## config.mk

```make
export PLATFORM = sky130hd
export DESIGN_NAME = mem_access_ctrl
export DESIGN_NICKNAME = d
export VERILOG_FILES = /design/src/rtl/mem_access_ctrl.sv
export SDC_FILE = /design/constraint.sdc
export NUM_CORES = 1
export LEC_CHECK = 0
export BUFFER_PORTS_ARGS = -buffer_cell sky130_fd_sc_hd__clkbuf_2
export CAP_MARGIN = 0
export CORE_MARGIN = 5
export CORE_UTILIZATION = 48
export CTS_CLUSTER_SIZE = 30
export DETAILED_ROUTE_END_ITERATION = 12
export MAX_ROUTING_LAYER = met4
export PLACE_DENSITY = 0.77
export SYNTH_ARGS = -nofsm -noshare
export SYNTH_HDL_FRONTEND = slang
export SYNTH_SLANG_ARGS = --single-unit
```

## constraint.sdc

```tcl
create_clock -name clk -period 2.4 [get_ports clk]
set_input_delay 0.24 -clock clk [delete_from_list [all_inputs] [get_ports clk]]
set_output_delay 0.24 -clock clk [all_outputs]
set_load 0.02 [all_outputs]
```

## src/rtl/mem_access_ctrl.sv

```systemverilog
// Sequential initiator for the 256x16 S-Machine data memory: one load/store command of 1..256 words.
// Latency: load 2 cycles/word + 1 DONE cycle; store 3 cycles/word (4 with verify) + 1 DONE cycle.
// Backpressure: store waits in W_SETUP with wr_ready high until wr_valid; start ignored while busy.
// Optional feature: define MEM_ACCESS_CTRL_WRITE_VERIFY_EN to add a read-back W_VERIFY state and a sticky verify_err.
module mem_access_ctrl (
  input  logic        clk,
  input  logic        reset,
  input  logic        start,
  input  logic        write_en,
  input  logic [7:0]  base_addr,
  input  logic [7:0]  count,
  input  logic [15:0] wr_data,
  input  logic        wr_valid,
  output logic        wr_ready,
  output logic [15:0] rd_data,
  output logic        rd_valid,
  output logic        busy,
  output logic        done,
  output logic        verify_err,
  output logic        mem_read_write,
  output logic [7:0]  mem_addr,
  output logic [15:0] mem_data_out,
  input  logic [15:0] mem_data_in
);

  typedef enum logic [2:0] {
    IDLE      = 3'd0,
    R_ADDR    = 3'd1,
    R_CAP     = 3'd2,
    W_SETUP   = 3'd3,
    W_STROBE  = 3'd4,
    W_RELEASE = 3'd5,
    DONE      = 3'd7
`ifdef MEM_ACCESS_CTRL_WRITE_VERIFY_EN
    , W_VERIFY = 3'd6
`endif
  } state_t;

  state_t      state_q, state_d;
  logic [7:0]  addr_q, addr_d;
  logic [7:0]  remaining_q, remaining_d;
  logic [15:0] wdata_q, wdata_d;
  logic [15:0] rd_data_q, rd_data_d;
  logic        rd_valid_q, rd_valid_d;
`ifdef MEM_ACCESS_CTRL_WRITE_VERIFY_EN
  logic        verify_err_q, verify_err_d;
`endif

  // State and datapath registers; reset abandons any command and drops the write strobe at once.
  always_ff @(posedge clk or posedge reset) begin
    if (reset) begin
      state_q      <= IDLE;
      addr_q       <= 8'd0;
      remaining_q  <= 8'd0;
      wdata_q      <= 16'd0;
      rd_data_q    <= 16'd0;
      rd_valid_q   <= 1'b0;
`ifdef MEM_ACCESS_CTRL_WRITE_VERIFY_EN
      verify_err_q <= 1'b0;
`endif
    end else begin
      state_q      <= state_d;
      addr_q       <= addr_d;
      remaining_q  <= remaining_d;
      wdata_q      <= wdata_d;
      rd_data_q    <= rd_data_d;
      rd_valid_q   <= rd_valid_d;
`ifdef MEM_ACCESS_CTRL_WRITE_VERIFY_EN
      verify_err_q <= verify_err_d;
`endif
    end
  end

  // Next-state and datapath updates; the address only moves in states where the strobe is low.
  always_comb begin
    state_d      = state_q;
    addr_d       = addr_q;
    remaining_d  = remaining_q;
    wdata_d      = wdata_q;
    rd_data_d    = rd_data_q;
    rd_valid_d   = 1'b0;
`ifdef MEM_ACCESS_CTRL_WRITE_VERIFY_EN
    verify_err_d = verify_err_q;
`endif
    case (state_q)
      IDLE: begin
        if (start) begin
          addr_d      = base_addr;
          remaining_d = count;
`ifdef MEM_ACCESS_CTRL_WRITE_VERIFY_EN
          verify_err_d = 1'b0;
`endif
          state_d     = write_en ? W_SETUP : R_ADDR;
        end
      end
      R_ADDR: state_d = R_CAP;
      R_CAP: begin
        rd_data_d  = mem_data_in;
        rd_valid_d = 1'b1;
        if (remaining_q == 8'd0) begin
          state_d = DONE;
        end else begin
          addr_d      = addr_q + 8'd1;
          remaining_d = remaining_q - 8'd1;
          state_d     = R_ADDR;
        end
      end
      W_SETUP: begin
        if (wr_valid) begin
          wdata_d = wr_data;
          state_d = W_STROBE;
        end
      end
      W_STROBE: state_d = W_RELEASE;
      W_RELEASE: begin
`ifdef MEM_ACCESS_CTRL_WRITE_VERIFY_EN
        state_d = W_VERIFY;
`else
        if (remaining_q == 8'd0) begin
          state_d = DONE;
        end else begin
          addr_d      = addr_q + 8'd1;
          remaining_d = remaining_q - 8'd1;
          state_d     = W_SETUP;
        end
`endif
      end
`ifdef MEM_ACCESS_CTRL_WRITE_VERIFY_EN
      W_VERIFY: begin
        if (mem_data_in != wdata_q) verify_err_d = 1'b1;
        if (remaining_q == 8'd0) begin
          state_d = DONE;
        end else begin
          addr_d      = addr_q + 8'd1;
          remaining_d = remaining_q - 8'd1;
          state_d     = W_SETUP;
        end
      end
`endif
      DONE:    state_d = IDLE;
      default: state_d = IDLE;
    endcase
  end

  assign busy           = (state_q != IDLE);
  assign done           = (state_q == DONE);
  assign wr_ready       = (state_q == W_SETUP);
  assign mem_read_write = (state_q == W_STROBE);
  assign mem_addr       = addr_q;
  assign mem_data_out   = wdata_q;
  assign rd_data        = rd_data_q;
  assign rd_valid       = rd_valid_q;
`ifdef MEM_ACCESS_CTRL_WRITE_VERIFY_EN
  assign verify_err     = verify_err_q;
`else
  assign verify_err     = 1'b0;
`endif

endmodule

```

* Word-level counts from Yosys, hierarchy flattened
Index checks and enable logic that the tools add are counted.
Word-level totals: output and inout bits 46, logic and storage cells 38, bits of input ports 53, register bits after elaboration 52
Operators by class: mux-type cells 13, add/sub/neg operators 2, equality and inequality tests 9, reduce and logical (&&, ||, !) cells 8
Operator list (number):
- $mux 8 | 4
- $pmux 8 s2 | 2
- $pmux 3 s6 | 1
- $mux 3 | 4
- $eq 3x3->1 const B | 3
- $add 8x1->8 const B | 1
- $logic_not 8->1 | 1
- $sub 8x1->8 const B | 1
- $eq 3x2->1 const B | 2
- $ne 2x2->1 const B | 3
- $reduce_and 2->1 | 2
- $eq 3x1->1 const B | 1
- $logic_not 3->1 | 1
- $reduce_and 3->1 | 1
- $reduce_bool 3->1 | 1
- $mux 2 | 1
- $reduce_bool 2->1 | 1
- $reduce_or 2->1 | 1
- $mux 1 | 1

* Depth between registers and ports, before layout
Gate-level depths: netlist of the first run.
depth after elaboration 4, depth in mapped cells 8, gate-level depth less buffers 7

* Worst setup path before layout of the first run
OpenSTA, ideal clock, no wires.
path kind reg-to-reg, from register remaining_q[0], to register remaining_q[2], stages on the path, launching flop included 9, data arrival time 2.005 ns, clock period less this slack 2.163 ns, setup time 0.159 ns, path buffers 1, data required time 2.241 ns, path slack 0.237 ns, path through dfrtp_1 -> inv_1 -> ha_1 -> or4b_4 -> or4_4 -> buf_6 -> a21o_1 -> a21oi_1 -> a21oi_1
Between the ends: longest elaborated chain between the ends 3, elaborated cells between the ends (all ways) 6, those cells by class 1 x add/sub; 1 x eq/ne; 2 x mux; 2 x reduce/logical
RTL lines:
- from (decl) | line 41 | logic [7:0] remaining_q, remaining_d;
- from (signal assigned) | line 64 | remaining_q <= remaining_d;
- $sub 8x1->8 or $logic_not 8->1 (tied branches)
- $mux 8 or $ne 2x2->1 (tied branches)
- $pmux 8 s2 or $reduce_and 3->1 (tied branches)
Several ways; a longest one is shown, not always the timed one. The select of a mux whose other input is x is not followed. A chain may end at the register's enable or synchronous reset.

* Worst setup path after layout of the first run
from register remaining_q[0], to register remaining_q[0]
Same word-level chain as after synthesis.

==> results of run 1 <==
cell usage after synthesis, types with 4 or more instances:
library cell  instances
a22oi_1               4
dfrtp_1              52
mux2_2               32
inv_1                 5
nand2_1              14
a21oi_1              11
o21ai_0              13
nor2_1               20
clkbuf_1              5
sequential cells by signal, indices dropped and copies added (netlist names):
| register | cells |
|---|---|
| mem_data_out | 16 |
| rd_data | 16 |
| mem_addr | 8 |
| remaining_q | 8 |
| state_q | 3 |
| rd_valid | 1 |
worst max path at each step:
stage / from / endpoint / cells past startpoint
after floorplan: remaining_q[0] / remaining_q[2] / 8
after detailed placement: remaining_q[0] / remaining_q[0] / 7
final: remaining_q[0] / remaining_q[0] / 7
after global placement: remaining_q[0] / mem_addr[0] / 7
after CTS: remaining_q[0] / remaining_q[0] / 7
after global routing: remaining_q[0] / mem_addr[7] / 7
layout make-up:
class,instances,area [um^2]
sequential,52,1300
timing repair buffer,105,561
fill,467,1880
tap,70,87.6
clock buffer,6,72.6
inverter,5,18.8
clock inverter,2,35.0
multi-input combinational,145,1060
kinds of logic after synthesis:
| group | Yosys count |
|---|---|
| and+or+nand+nor | 56 |
| DFF | 52 |
| AOI/OAI and AO/OA | 50 |
| muxes | 33 |
| buffers and inverters | 16 |
| xor gates and xnor gates | 3 |
| adders and majority gates | 2 |
| other | 1 |
cell usage in the layout, fill, tap and decap left out, drive strengths merged, types with 2 or more instances in the layout:
master,Yosys,layout
a21o,2,2
a31oi,2,2
mux2,32,32
buf,5,7
a22oi,4,4
nand4,3,3
nor3b,2,2
a21oi,11,11
nor2,20,20
o22ai,3,3
o21ai,14,14
nand2,15,15
dfrtp,52,52
or4,2,2
ha,2,2
and3,3,3
clkbuf,6,103
a221o,3,3
a221oi,3,3
nor3,2,2
inv,5,5
nor2b,3,3
xor2,3,3
routing by layer:
layer / share of wire / vias up / GRT usage
met3: 0.060 / 4 / 0.0388
met2: 0.52 / 78 / 0.328
li1: - / 974 / -
met4: 0.0066 / 0 / 0.0507
met5: 0 / - / -
met1: 0.42 / 992 / 0.245
worst register-to-register path: stages, from the launching register on:
cell and delay [ns]:
dfrtp_1 0.43, inv_1 0.07, ha_1 0.20, or4b_4 0.51
or4_4 0.52, nand2_4 0.12, nor2_1 0.04, a221o_1 0.25
power by group through the flow:
stage / registers, mW / logic, mW / clock network, mW
2_1_floorplan: 2.08 / 1.33 / 0
3_3_place_gp: 1.73 / 2.40 / 0
3_5_place_dp: 1.75 / 2.45 / 0
4_1_cts: 1.74 / 2.46 / 0.600
5_1_grt: 1.82 / 2.69 / 0.649
6_report: 1.74 / 2.43 / 0.585
==> impl_metrics.toml, run 1 <==
[clock_tree]
cts_max_level = 2
cts.hold.buffers_added = 1
cts_buffers = 5
cts_setup_buffers = 0
cts-resized-gates = 0
clock_sinks = 52
cts_tree = "yes"
clock-root-buffer = "clkbuf_8"
insertion_delay_ns = 0.30
clk_pin_slew_worst_paths_ns = 0.09
clockBufferDepth = 2

[sta]
timing.setup.tns_ns = 0
slew_viol_final = 0
tightest_slew_ns = 0.686
maxSlewHeadroom = 0.542
clock_skew_ns = 0.00669
finalWorstSetupSlack_ns = 0.158
hold_viol = 0
min_period_over_period = 0.934
rsz0062_at_grt = "false"
setup_viol = 0
fin_hold_ws_ns = 0.169
layout_min_cycle_time_ns = 2.24
max_freq_ghz = 0.446

[worst_hold_path]
hold_end = "mem_data_out[6]"
min_path_cells = 2
hold_path.startpoint = "wr_data[6]"
hold_class = "input port to flop"

[final_layout]
antenna_cells = 0
area_delta_synth_final_pct = 28.7
drive_gt1_frac = 0.479
final_area_mm2 = 0.00313
postLayoutCoreUtil = 0.625
nNetsFinal = 369
final_cells = 385

[worst_setup_path]
cp.required_ns = 2.59
regToRegEndpoint = "remaining_q[0]"
path_buf_inv = 1
cp-end-kind = "flop"
crit_path_start_kind = "flop"
crit_slowest_cell = "or4_4"
slowest_delay_ns = 0.52
crit_chain = "inv_1, ha_1, or4b_4, or4_4, nand2_4, nor2_1, a221o_1"
cp_data_arrival_time_ns = 2.43
rrSetupSlack_ns = 0.16
r2r_cells = 7
timing_worst_setup_path_type = "flop to flop"
r2r-start = "remaining_q[0]"
crit_family = "simple AND/OR/NAND/NOR gates"
cp_max_fo = 7

[detailed_routing]
ant_nets = 0
drtIter0Drc = 134
drc_errors = 0
wirelength_um = 5730
post_drt_wl_per_cell_um = 14.9
routed_via_density = 5.32
dr.pass1.iters = 4
dr_total_vias = 2048

[yosys]
ys_ff_latch = 52
synth_top_family_by_area = "multiplexers"
synth_compound_area_frac = 0.139
synth_enable_flop_cells = 0
ys_async_sr_fraction = 1.00
yosysTopAreaCellShare = 0.534
synth-simple-area-share = 0.119
synth_flop_cell = "dfrtp_1"
synth_area_leaders = "dfrtp_1 (53%), mux2_2 (15%), nor2_1 (3.1%)"
yosysWarningCount = 0
synth-adder-area-share = 0.0103
yosys-mux-area-fraction = 0.152
synth_seq_area_share = 0.534
synth_xor_area_frac = 0.0108
netlist.top_cell.by_area = "dfrtp_1"
syn_inst = 213
syn_nets = 268
ys_types = 45
syn_area_per_cell_um2 = 11.4
synth_area_mm2 = 0.00243

[power_and_ir_drop]
p_sw_mw = 2.07
swShare = 0.435
vdd_ir_drop_max_mv = 0.821
internal-power_mw = 2.69
seqPwrFrac = 0.366
p_per_area_mw_per_mm2 = 1520
clkPwrFrac = 0.123
leakage_nw = 1.52
combPwrFrac = 0.511
finalPower_mw = 4.76

[die]
die_h_um = 81.2
rows = 26
design.die.area_mm2 = 0.00660
die_w_um = 81.2
initial_utilization = 0.486
core_mm2 = 0.00501
num_io_pins = 99

[global_routing]
grt_pass1_vias = 2114
grt_max_degree = 28
antenna_found_initial = 0
grt-ovfl-total = 0
grt_usage = 0.196
grt_pass1_wl_um = 9700

[placement]
dpl.hpwl_um = 4280
dpl_worst_slack_ns = 0.186
dpl.cell_count = 376
placed_area_mm2 = 0.00302
place_congestion = 0.900
numPortBuffers = 97

[outcome]
status = "finished clean"

[run]
cap_violations = 0
Note: power is estimated with default switching activity, not from simulation.
==> inputs of run 2 (changes only) <==
- clock period: 2.4 -> 2.5 ns (I/O delays scaled with it)
==> run 2 against run 1 <==
Against the previous run: worst hold slack about the same; wire length decreased by 1.8%; sequential power decreased by 4%; critical endpoint unchanged; die area unchanged.
==> impl_metrics.toml, run 2 (synthesis gave the netlist of run 1 again) <==
[clock_tree]
cts_tree = "yes"
clk_pin_slew_worst_paths_ns = 0.09
cts_max_level = 2
insertion_delay_ns = 0.30
cts_buffers = 5
cts_setup_buffers = 0
clock_sinks = 52
clock-root-buffer = "clkbuf_8"
clockBufferDepth = 2

[power_and_ir_drop]
p_per_area_mw_per_mm2 = 1460
vdd_ir_drop_max_mv = 0.717
leakage_nw = 1.52

[global_routing]
grt_max_degree = 21
grt-ovfl-total = 0
grt_pass1_wl_um = 9740
antenna_found_initial = 0
grt_pass1_vias = 2037
grt_usage = 0.198

[outcome]
status = "finished clean"

[sta]
max_freq_ghz = 0.442
fin_hold_ws_ns = 0.169
timing.setup.tns_ns = 0
tightest_slew_ns = 0.682
slew_viol_final = 0
layout_min_cycle_time_ns = 2.26
min_period_over_period = 0.905
finalWorstSetupSlack_ns = 0.237
hold_viol = 0
maxSlewHeadroom = 0.544
clock_skew_ns = 0.00413
rsz0062_at_grt = "false"
setup_viol = 0

[die]
design.die.area_mm2 = 0.00660
die_w_um = 81.2
num_io_pins = 99
initial_utilization = 0.486
die_h_um = 81.2
core_mm2 = 0.00501
rows = 26

[worst_hold_path]
min_path_cells = 2
hold_end = "mem_data_out[6]"
hold_class = "input port to flop"
hold_path.startpoint = "wr_data[6]"

[final_layout]
final_cells = 386
nNetsFinal = 370
postLayoutCoreUtil = 0.626
final_cell_mix = "clkbuf_2 (97), dfrtp_1 (52), mux2_2 (32)"
area_delta_synth_final_pct = 28.7
antenna_cells = 0
drive_gt1_frac = 0.484
fill_cells = 455
mostFrequentLayoutCell = "clkbuf_2"

[placement]
place_congestion = 0.881
dpl.hpwl_um = 4340
dpl.cell_count = 377
dpl_worst_slack_ns = 0.262
numPortBuffers = 97

[worst_setup_path]
cp.required_ns = 2.69
timing_worst_setup_path_type = "flop to flop"
slowest_delay_ns = 0.52
crit_path_start_kind = "flop"
cp-end-kind = "flop"
cp_data_arrival_time_ns = 2.46
rrSetupSlack_ns = 0.24
path_buf_inv = 1
cp_max_fo = 7
r2r_cells = 7
regToRegEndpoint = "remaining_q[0]"
crit_slowest_cell = "or4b_4"
r2r-start = "remaining_q[0]"
crit_family = "simple AND/OR/NAND/NOR gates"
crit_chain = "inv_1, ha_1, or4b_4, or4_4, nand2_4, nor2_1, a221o_1"

[detailed_routing]
drc_errors = 0
dr_total_vias = 1998
post_drt_wl_per_cell_um = 14.6
dr.pass1.iters = 4
wirelength_um = 5630
drtIter0Drc = 95
ant_nets = 0
routed_via_density = 5.18

[run]
cap_violations = 0
-- run 2: per-stage QoR --
step	cell area, um^2	power, mW
final	3130	4.57
after global routing	3130	4.96
after detailed placement	3010	4.04
after CTS	3130	4.61
after global placement	3010	3.97
after floorplan	2430	3.27
-- run 2: timing repair --
| item | 4_1_cts | 5_1_grt |
|---|---|---|
| gates resized for setup | 0 | 1 |
| endpoints found under the setup margin | 0 | 2 |
| endpoints found under the hold margin | 13 | 0 |
| hold buffers | 1 | 0 |
-- run 2: worst max path at each step --
stage,slack [ns],end,from,cells past startpoint
final,0.24,remaining_q[0],remaining_q[0],7
after global routing,0.11,mem_addr[5],remaining_q[0],7
after CTS,0.24,remaining_q[1],remaining_q[0],7
after detailed placement,0.26,remaining_q[1],remaining_q[0],7
after global placement,0.30,mem_addr[0],remaining_q[0],7
after floorplan,0.34,remaining_q[2],remaining_q[0],8
-- run 2: area by class of cell --
class,instances,area [um^2],area share
clock buffers,6,72.6,0.0232
clock inverters,2,35.0,0.0112
inverters,5,18.8,0.00599
multi-input cells,145,1060,0.339
flip-flops and latches,52,1300,0.415
well taps,70,87.6,0.0279
repair buffers,106,556,0.177
-- run 2: power breakdown --
| part | switching (mW) | total (mW) | internal (mW) |
|---|---|---|---|
| combinational | 1.32 | 2.34 | 1.02 |
| clock | 0.265 | 0.562 | 0.297 |
| sequential | 0.387 | 1.67 | 1.28 |
| total | 1.97 | 4.57 | 2.59 |
-- run 2: metal layers --
metal  up-vias  part of all wire  GRT usage
met4         0             0.014     0.0743
li1        975                 -          -
met1       951              0.43      0.254
met3         6             0.054     0.0421
met2        66              0.50      0.310
met5         -                 0          -
==> inputs of run 3 (changes only) <==
--- a/config.mk
+++ b/config.mk
@@ -9,9 +9,9 @@
 export CAP_MARGIN = 0
 export CORE_MARGIN = 5
-export CORE_UTILIZATION = 48
+export CORE_UTILIZATION = 41
 export CTS_CLUSTER_SIZE = 30
 export DETAILED_ROUTE_END_ITERATION = 12
 export MAX_ROUTING_LAYER = met4
-export PLACE_DENSITY = 0.77
+export PLACE_DENSITY = 0.67
 export SYNTH_ARGS = -nofsm -noshare
 export SYNTH_HDL_FRONTEND = slang
==> constraint.sdc (replaced) <==
create_clock -name clk -period 2.5 [get_ports clk]
set_input_delay 0.25 -clock clk [delete_from_list [all_inputs] [get_ports clk]]
set_output_delay 0.25 -clock clk [all_outputs]
set_load 0.005 [all_outputs]
==> run 3 against run 2 <==
Against the previous run: flip-flop and latch count stayed put; non-clock buffer count is 1 lower; setup slack better by 0.0040 ns; global-route usage is 2.9 points lower; count of clock-buffer cells in the layout stayed put; sequential power hardly changed; cell count is 1.0% higher; critical path depth stayed put; clock power is 4.6% higher; worst hold slack worse by 0.075 ns; via count is 0.60% lower; largest cell class unchanged.
==> impl_metrics.toml, run 3 (synthesis gave the netlist of run 1 again) <==
[sta]
min_period_over_period = 0.904
tightest_slew_ns = 0.709
timing.setup.tns_ns = 0
clock_skew_ns = 0.00593
hold_viol = 0
finalWorstSetupSlack_ns = 0.241
slew_viol_final = 0
maxSlewHeadroom = 0.526
rsz0062_at_grt = "false"
setup_viol = 0
layout_min_cycle_time_ns = 2.26
max_freq_ghz = 0.443

[worst_setup_path]
crit_chain = "inv_1, ha_1, or4b_4, or4_4, nand2_4, nor2_1, a221o_1"
cp_max_fo = 7
rrSetupSlack_ns = 0.24
crit_family = "simple AND/OR/NAND/NOR gates"
timing_worst_setup_path_type = "flop to flop"
crit_path_start_kind = "flop"
cp_data_arrival_time_ns = 2.46
slowest_delay_ns = 0.51
crit_slowest_cell = "or4b_4"
cp-end-kind = "flop"
path_buf_inv = 1
cp.required_ns = 2.70

[global_routing]
antenna_found_initial = 0
grt_pass1_vias = 2034
grt-ovfl-total = 0
grt_usage = 0.170
grt_pass1_wl_um = 9790
grt_max_degree = 53

[final_layout]
multi_input_area_mm2 = 0.00106
antenna_cells = 0
drive_gt1_frac = 0.483
nNetsFinal = 369
final_cells = 390
area_delta_synth_final_pct = 28.5
postLayoutCoreUtil = 0.535
mostFrequentLayoutCell = "clkbuf_2"
final_area_mm2 = 0.00313
fill_cells = 556
seqCellArea_mm2 = 0.00130
final_cell_mix = "clkbuf_2 (97), dfrtp_1 (52), mux2_2 (32)"

[clock_tree]
cts_buffers = 5
cts_setup_buffers = 0
clock_sinks = 52
insertion_delay_ns = 0.30
cts-resized-gates = 0
clk_pin_slew_worst_paths_ns = 0.10
cts_tree = "yes"
cts.hold.buffers_added = 0
cts_max_level = 2
clock-root-buffer = "clkbuf_8"
clockBufferDepth = 2

[die]
die_h_um = 87.1
num_io_pins = 99
core_mm2 = 0.00585
rows = 28
design.die.area_mm2 = 0.00758
initial_utilization = 0.416
die_w_um = 87.1

[outcome]
status = "finished clean"

[detailed_routing]
routed_via_density = 5.09
drtIter0Drc = 79
drc_errors = 0
wirelength_um = 5820
dr.pass1.iters = 4
post_drt_wl_per_cell_um = 14.9
ant_nets = 0
dr_total_vias = 1986

[worst_hold_path]
hold_class = "input port to asynchronous set/reset pin"

[power_and_ir_drop]
leakage_nw = 1.51
vdd_ir_drop_max_mv = 0.545
p_per_area_mw_per_mm2 = 1340

[placement]
dpl.hpwl_um = 4370
dpl_worst_slack_ns = 0.258
dpl.cell_count = 382
place_congestion = 0.788
numPortBuffers = 97
placed_area_mm2 = 0.00302

[run]
cap_violations = 0
run 3: cell types whose count changed in the layout (fill, tap and decap cells not counted), sizes merged:
cell,change
inv,+1
clkinv,-1
dlygate4sd3,-1
run 3: area by class of cell:
cell class | count | share of cell area
Sequential cell | 52 | 0.416
Multi-Input combinational cell | 145 | 0.338
Timing Repair Buffer | 105 | 0.174
Tap cell | 75 | 0.0300
Clock buffer | 6 | 0.0232
Clock inverter | 2 | 0.0124
Inverter | 5 | 0.00600
run 3: layer usage:
layer	global-route usage	up-vias	share of wire
li1	-	977	-
met1	0.220	953	0.43
met2	0.265	51	0.50
met3	0.0445	5	0.061
met4	0.0425	0	0.010
met5	-	-	0
run 3: power breakdown:
group          total [mW]  internal, mW  leakage (nW)  switching [mW]
sequential           1.67          1.28         0.618           0.394
clock               0.588         0.303        0.0558           0.285
combinational        1.92          1.01         0.839           0.910
total                4.19          2.60          1.51            1.59
run 3: final timing paths:
kind                                 startpoint                to  depth (start not counted)
worst max-delay path             remaining_q[0]       mem_addr[0]                          7
worst min-delay path                      reset  mem_data_out[10]                          3
worst max register to register   remaining_q[0]       mem_addr[0]                          7
worst min register to register  mem_data_out[8]   mem_data_out[8]                          1
max in group asynchronous                 reset    remaining_q[4]                          3
min in group clk                 mem_data_in[7]        rd_data[7]                          2
run 3: metrics by stage:
stage | total power [mW] | hold slack [ns]
3_3_place_gp | 3.58 | 0.462
5_1_grt | 4.55 | 0.137
2_1_floorplan | 2.86 | 0.389
6_report | 4.19 | 0.0938
4_1_cts | 4.24 | 0.108
3_5_place_dp | 3.63 | 0.452
run 3: worst min-delay path, cell delays in order:
cell      delay (ns)
clkbuf_2        0.08
inv_2           0.03
buf_4           0.52
